$ cat config.mk
export PLATFORM = sky130hd
export DESIGN_NAME = reg_file_sb_flat
export DESIGN_NICKNAME = d
export VERILOG_FILES = /design/src/rtl/reg_file_pkg.sv /design/src/rtl/reg_file_sb_if.sv /design/src/rtl/reg_sb.sv /design/src/rtl/reg_file_sb.sv /design/src/flat_wrapper.sv
export SDC_FILE = /design/constraint.sdc
export NUM_CORES = 2
export LEC_CHECK = 0
export BUFFER_PORTS_ARGS = -buffer_cell sky130_fd_sc_hd__buf_2
export CAP_MARGIN = 20
export CORE_ASPECT_RATIO = 1.75
export CORE_MARGIN = 8
export CORE_UTILIZATION = 45
export DETAILED_ROUTE_END_ITERATION = 8
export PLACE_DENSITY = 0.58
export SYNTH_ARGS = -nofsm -noshare
export SYNTH_HDL_FRONTEND = slang
export SYNTH_SLANG_ARGS = --single-unit
$ cat constraint.sdc
create_clock -name clk -period 3.2 [get_ports clk]
set_input_delay 0.64 -clock clk [delete_from_list [all_inputs] [get_ports clk]]
set_output_delay 0.64 -clock clk [all_outputs]
set_load 0.05 [all_outputs]
$ cat src/rtl/reg_file_pkg.sv
// Shared register-file constants and the default register-number type.
// Pure declarations; no logic, no latency, no backpressure.
package reg_file_pkg;
    localparam int DATA_W_DEF = 32;
    localparam int ADDR_W_DEF = 5;

    typedef logic [ADDR_W_DEF-1:0] reg_addr_t;
endpackage

$ cat src/rtl/reg_file_sb_if.sv
// Read, writeback and issue bundle between the pipeline (master) and the register file (slave).
// Wires only: read results are combinational, and the strobes have no backpressure.
interface reg_file_sb_if
    import reg_file_pkg::*;
#(
    parameter int DATA_W = DATA_W_DEF,
    parameter int ADDR_W = ADDR_W_DEF
);
    logic [ADDR_W-1:0] rd_addr1;
    logic [ADDR_W-1:0] rd_addr2;
    logic [DATA_W-1:0] rd_data1;
    logic [DATA_W-1:0] rd_data2;
    logic              rd_busy1;
    logic              rd_busy2;
    logic              wr_en;
    logic [ADDR_W-1:0] wr_addr;
    logic [DATA_W-1:0] wr_data;
    logic              iss_en;
    logic [ADDR_W-1:0] iss_addr;
    logic              hazard;
    logic [ADDR_W:0]   num_busy;

    modport master (
        output rd_addr1, rd_addr2, wr_en, wr_addr, wr_data, iss_en, iss_addr,
        input  rd_data1, rd_data2, rd_busy1, rd_busy2, hazard, num_busy
    );

    modport slave (
        input  rd_addr1, rd_addr2, wr_en, wr_addr, wr_data, iss_en, iss_addr,
        output rd_data1, rd_data2, rd_busy1, rd_busy2, hazard, num_busy
    );
endinterface

$ cat src/rtl/reg_sb.sv
// Scoreboard of pending results: the busy bits and their population count change 1 cycle after a strobe.
// No backpressure; a same-cycle writeback hides a busy bit on the read ports.
module reg_sb
    import reg_file_pkg::*;
#(
    parameter int ADDR_W   = ADDR_W_DEF,
    parameter int ZERO_REG = 1
) (
    input  logic              clk,
    input  logic              rst_n,
    input  logic              iss_en,
    input  logic [ADDR_W-1:0] iss_addr,
    input  logic              wr_en,
    input  logic [ADDR_W-1:0] wr_addr,
    input  logic [ADDR_W-1:0] rd_addr1,
    input  logic [ADDR_W-1:0] rd_addr2,
    output logic              rd_busy1,
    output logic              rd_busy2,
    output logic [ADDR_W:0]   num_busy
);
    localparam int DEPTH = 1 << ADDR_W;
    localparam int CNT_W = ADDR_W + 1;

    logic [DEPTH-1:0] busy_q;
    logic [DEPTH-1:0] busy_d;
    logic [ADDR_W:0]  num_busy_q;
    logic             set_ok;
    logic             inc;
    logic             dec;

    // Set is applied after clear so that an issue colliding with a writeback keeps the bit.
    // The counter follows only real 0->1 and 1->0 transitions, so it always equals popcount(busy).
    always_comb begin
        set_ok = iss_en && !((ZERO_REG != 0) && (iss_addr == '0));
        busy_d = busy_q;
        if (wr_en)  busy_d[wr_addr]  = 1'b0;
        if (set_ok) busy_d[iss_addr] = 1'b1;
        inc = set_ok && !busy_q[iss_addr];
        dec = wr_en && busy_q[wr_addr] && !(set_ok && (iss_addr == wr_addr));
    end

    always_ff @(posedge clk or negedge rst_n) begin
        if (!rst_n) begin
            busy_q     <= '0;
            num_busy_q <= '0;
        end else begin
            busy_q     <= busy_d;
            num_busy_q <= num_busy_q + CNT_W'(inc) - CNT_W'(dec);
        end
    end

    assign rd_busy1 = busy_q[rd_addr1] && !(wr_en && (wr_addr == rd_addr1));
    assign rd_busy2 = busy_q[rd_addr2] && !(wr_en && (wr_addr == rd_addr2));
    assign num_busy = num_busy_q;
endmodule

$ cat src/rtl/reg_file_sb.sv
// Two-read/one-write register file with scoreboard; reads are combinational with writeback bypass, and writes land at the next edge.
// No backpressure: the pipeline uses hazard to stall itself.
module reg_file_sb
    import reg_file_pkg::*;
#(
    parameter int DATA_W   = DATA_W_DEF,
    parameter int ADDR_W   = ADDR_W_DEF,
    parameter int ZERO_REG = 1
) (
    input  logic         clk,
    input  logic         rst_n,
    reg_file_sb_if.slave bus
);
    localparam int DEPTH = 1 << ADDR_W;

    logic [DATA_W-1:0] regs [DEPTH];
    logic              wr_ok;
    logic              busy1;
    logic              busy2;

    assign wr_ok = bus.wr_en && !((ZERO_REG != 0) && (bus.wr_addr == '0));

    always_ff @(posedge clk or negedge rst_n) begin
        if (!rst_n) begin
            for (int i = 0; i < DEPTH; i++) regs[i] <= '0;
        end else if (wr_ok) begin
            regs[bus.wr_addr] <= bus.wr_data;
        end
    end

    // Priority: hardwired zero, then same-cycle writeback, then stored value.
    always_comb begin
        bus.rd_data1 = regs[bus.rd_addr1];
        bus.rd_data2 = regs[bus.rd_addr2];
        if (bus.wr_en && (bus.wr_addr == bus.rd_addr1)) bus.rd_data1 = bus.wr_data;
        if (bus.wr_en && (bus.wr_addr == bus.rd_addr2)) bus.rd_data2 = bus.wr_data;
        if ((ZERO_REG != 0) && (bus.rd_addr1 == '0)) bus.rd_data1 = '0;
        if ((ZERO_REG != 0) && (bus.rd_addr2 == '0)) bus.rd_data2 = '0;
    end

    reg_sb #(
        .ADDR_W   (ADDR_W),
        .ZERO_REG (ZERO_REG)
    ) u_sb (
        .clk      (clk),
        .rst_n    (rst_n),
        .iss_en   (bus.iss_en),
        .iss_addr (bus.iss_addr),
        .wr_en    (bus.wr_en),
        .wr_addr  (bus.wr_addr),
        .rd_addr1 (bus.rd_addr1),
        .rd_addr2 (bus.rd_addr2),
        .rd_busy1 (busy1),
        .rd_busy2 (busy2),
        .num_busy (bus.num_busy)
    );

    assign bus.rd_busy1 = busy1;
    assign bus.rd_busy2 = busy2;
    assign bus.hazard   = busy1 | busy2;
endmodule

$ cat src/flat_wrapper.sv
// flat-port wrapper written by rule: the top's interface ports become plain ports
module reg_file_sb_flat import reg_file_pkg::*;
#(
    parameter int DATA_W   = DATA_W_DEF,
    parameter int ADDR_W   = ADDR_W_DEF,
    parameter int ZERO_REG = 1
)
  (clk, rst_n, bus_rd_addr1, bus_rd_addr2, bus_wr_en, bus_wr_addr, bus_wr_data, bus_iss_en, bus_iss_addr, bus_rd_data1, bus_rd_data2, bus_rd_busy1, bus_rd_busy2, bus_hazard, bus_num_busy);
  reg_file_sb_if #(.DATA_W(DATA_W), .ADDR_W(ADDR_W)) bus_i ();
  input  logic clk;
  input  logic rst_n;
  input wire logic [$bits(bus_i.rd_addr1)-1:0] bus_rd_addr1;
  input wire logic [$bits(bus_i.rd_addr2)-1:0] bus_rd_addr2;
  input wire logic [$bits(bus_i.wr_en)-1:0] bus_wr_en;
  input wire logic [$bits(bus_i.wr_addr)-1:0] bus_wr_addr;
  input wire logic [$bits(bus_i.wr_data)-1:0] bus_wr_data;
  input wire logic [$bits(bus_i.iss_en)-1:0] bus_iss_en;
  input wire logic [$bits(bus_i.iss_addr)-1:0] bus_iss_addr;
  output wire logic [$bits(bus_i.rd_data1)-1:0] bus_rd_data1;
  output wire logic [$bits(bus_i.rd_data2)-1:0] bus_rd_data2;
  output wire logic [$bits(bus_i.rd_busy1)-1:0] bus_rd_busy1;
  output wire logic [$bits(bus_i.rd_busy2)-1:0] bus_rd_busy2;
  output wire logic [$bits(bus_i.hazard)-1:0] bus_hazard;
  output wire logic [$bits(bus_i.num_busy)-1:0] bus_num_busy;
  assign bus_i.rd_addr1 = bus_rd_addr1;
  assign bus_i.rd_addr2 = bus_rd_addr2;
  assign bus_i.wr_en = bus_wr_en;
  assign bus_i.wr_addr = bus_wr_addr;
  assign bus_i.wr_data = bus_wr_data;
  assign bus_i.iss_en = bus_iss_en;
  assign bus_i.iss_addr = bus_iss_addr;
  assign bus_rd_data1 = bus_i.rd_data1;
  assign bus_rd_data2 = bus_i.rd_data2;
  assign bus_rd_busy1 = bus_i.rd_busy1;
  assign bus_rd_busy2 = bus_i.rd_busy2;
  assign bus_hazard = bus_i.hazard;
  assign bus_num_busy = bus_i.num_busy;
  reg_file_sb #(.DATA_W(DATA_W), .ADDR_W(ADDR_W), .ZERO_REG(ZERO_REG)) u_core (.clk(clk), .rst_n(rst_n), .bus(bus_i));
endmodule
==> out/qor.yml <==
setup_path:
  end_kind: "output port"
  cp.arrival_ps: 2670
  start_kind: "register"
  cp.required_ps: 2560
  worstSetupPathType: "reg2out"
  critPathMaxFanout: 3
sta:
  setup_ws_ps: -111
  relSlewSlack_pct: 54.3
  tightest_slew_ps: 684
  slew_viol_final: 0
  skew_ps: 17.9
  finalSetupViolCount: 38
  fin_crit_sh_pct: 103
  finalSetupTns_ps: -1660
  hold_viol_final: 0
  period_minus_slack_ps: 3310
  fmax_ghz: 0.302
  rsz0062_at_grt: "true"
global_routing:
  antenna_found_initial: 10
  grt-ovfl-total: 0
  grt_use_total_pct: 31.3
  grt_pass1_vias: 43500
  grt_max_degree: 101
  grt_pass1_wl_mm: 318
logic_synthesis:
  synth_top_family_by_area: "multiplexers"
  synth_compound_area_share_pct: 6.41
  yosysWarnings: 0
  synth-seq-area-share_pct: 46.1
  synth_xor_area_share_pct: 0.304
  syn_avg_cell_area_um2: 14.6
  synth_mux_area_share_pct: 40.9
  synthDistinctLibCells: 72
  synthesis.nets: 4018
  synth_flop_cell: "dfrtp_1"
  synthSimpleGateAreaFrac_pct: 2.09
  synth_fa_ha_area_share_pct: 0.165
  synth_edf_count: 0
  synth_top_area_share_pct: 46.1
  synth-seq-cells: 1062
  synthCells: 3955
  async_flop_share_pct: 100
  synth_area_leaders: "dfrtp_1 (46%), mux2_2 (19%), mux4_2 (18%)"
  yosysTopAreaCell: "dfrtp_1"
  synth_area_mm2: 0.0577
die:
  dieArea_mm2: 0.140
  core_area_mm2: 0.128
  initial_core_util_pct: 45.1
  num_rows: 174
  die_x_um: 287
  die_y_um: 490
  ios: 129
run:
  cap_violations: 0
power:
  ir_worst_vdd_mv: 0.510
  power_leakage_nw: 31.7
  powerDensity_mw_per_mm2: 584
  finalPower_mw: 42.8
routing:
  dr.first_iter.drc_count: 3795
  viasPerCell: 6.65
  wire_per_inst_um: 35.5
  first_pass_iters: 7
  wl_mm: 220
  via_count: 41200
  drc: 0
  postRouteAntennaNets: 0
cts:
  cts-root-buf: "clkbuf_16"
  cts_tree: "done"
  clock_sinks: 1062
  htreeDepth: 3
  clkLatencyLatePin_ps: 720
  cts_buffers: 104
  clock_path_buffers: 3
  clk_pin_slew_worst_paths_ps: 70
place:
  gp_congestion: 0.930
  dp_hpwl_mm: 143
  portBuffers: 128
  dp.cells: 5864
finish:
  area_delta_synth_final_pct: 27.1
  fin_cells: 6202
  layout-drive-gt1-share_pct: 62.0
  final_nets: 4502
  fillCellCount: 10100
  seqCellArea_mm2: 0.0266
  multi_input_area_mm2: 0.0308
run_status:
  violations: "negative setup slack"
  status: "finished, violations left"
worst_hold_path:
  min_path_type: "in2reg"
-- cell type report --
| type | count | share of cell area, % |
|---|---|---|
| sequential | 1062 | 36.3 |
| timing repair buffer | 833 | 13.8 |
| inverter | 23 | 0.121 |
| antenna | 3 | 0.0102 |
| clock buffer | 158 | 4.34 |
| multi-input combinational | 2415 | 42.0 |
| tap | 1672 | 2.85 |
| clock inverter | 36 | 0.615 |
-- through the flow --
step / cell area, µm² / utilization [%] / setup slack [ps] / hold slack [ps]
after floorplan: 57800 / - / -147 / 344
after global placement: 65500 / 51.2 / -490 / 377
after detailed placement: 65500 / 51.2 / -468 / 383
after CTS: 72200 / 56.5 / -147 / 267
after global routing: 73300 / 57.3 / -163 / 295
final: 73300 / 57.3 / -111 / 309
-- critical path, cell delays in order (launching register included) --
cell	delay, ps
dfrtp_1	390
mux4_2	480
nor2b_4	140
a211oi_2	210
a21oi_4	100
a221o_2	450
buf_12	180
-- repair_timing --
| action | in CTS | in global routing |
|---|---|---|
| gates resized for setup | 389 | 199 |
| pin swaps | 136 | 117 |
| endpoints found under the setup margin | 67 | 68 |
| hold buffers | 1 | 0 |
| buffers inserted | 91 | 45 |
| endpoints found under the hold margin | 31 | 0 |
| cloned | 23 | 4 |
-- path summary, 6_finish.rpt --
kind	start	slack, ps	depth (start not counted)	endpoint
min	bus_wr_data[21]	310	2	u_core.regs[981]
max in group asynchronous	rst_n	1640	4	u_core.regs[145]
max reg2reg	u_core.u_sb.busy_q[23]	160	14	u_core.u_sb.num_busy[4]
min in group asynchronous	rst_n	410	2	u_core.u_sb.num_busy[0]
min reg2reg	u_core.regs[992]	390	0	u_core.regs[992]
max	u_core.regs[921]	-110	6	bus_rd_data1[25]
-- cell usage in the layout, fill, tap and decap left out, types with 23 or more instances in the layout --
cell          n
buf_2        52
buf_16       29
a21oi_1      24
clkbuf_8     27
nand2_1      30
o211ai_1     26
a22o_1       24
a21oi_2      41
o22ai_2      25
buf_4       405
clkbuf_16   114
a22oi_2      49
buf_12      216
dfrtp_1    1062
buf_8        25
a22oi_1      55
nor2_1       24
o21ai_0      40
mux2i_1     153
nor2_4       24
o22ai_1      52
buf_6        98
mux4_2      474
a21oi_4      23
mux2_2      989
-- power by group --
group / switching (mW) / internal, mW
clock: 5.62 / 7.65
sequential: 2.01 / 16.0
combinational: 5.05 / 6.47
-- metal layers --
metal  vias up  global-route usage [%]  part of all wire (%)
met4        12                    19.1                   7.2
met3       690                    6.32                   7.3
met1     22300                    38.4                    37
met2      1880                    50.8                    48
li1      16400                       -                     -
met5         -                       0                 0.039
-- cell families after synthesis --
group | count (synthesis)
flip-flops | 1062
multiplexers | 1638
AND/OR/NAND/NOR | 225
buffers and inverters | 478
XOR/XNOR | 20
adder cells (fa/ha/maj) | 7
AO/OA/AOI/OAI | 525
-- sequential cells by signal, summed over array words and instances (netlist names) --
name / cells
u_core.u_sb.busy_q: 32
u_core.u_sb.num_busy: 6
u_core.regs: 1024
-- synthesized netlist by cell type, types with 5 or more instances --
master / instances
o22ai_1: 81
nand3b_1: 8
buf_4: 26
and3b_1: 5
mux4_2: 470
mux2i_1: 163
nand4_1: 7
a22oi_1: 104
o32ai_1: 7
nand3_1: 16
xor2_1: 6
a221o_1: 22
nor4_1: 5
buf_6: 19
buf_2: 151
and2_1: 6
mux2_1: 9
nor2b_1: 22
o211ai_1: 26
a21oi_1: 88
buf_1: 37
o21ai_0: 51
nand2_1: 44
dfrtp_1: 1062
nand2b_1: 9
clkbuf_1: 216
a221oi_1: 29
nor3b_1: 12
a22o_1: 24
mux4_1: 5
nor3_1: 14
mux2_2: 991
ha_1: 6
a211oi_1: 19
nor2_1: 52
a21o_1: 9
xnor2_1: 14
o221ai_1: 5
inv_1: 22
or2_2: 6
o22a_1: 12
o2bb2ai_1: 14
No activity file was read; power rests on OpenSTA's default activity.
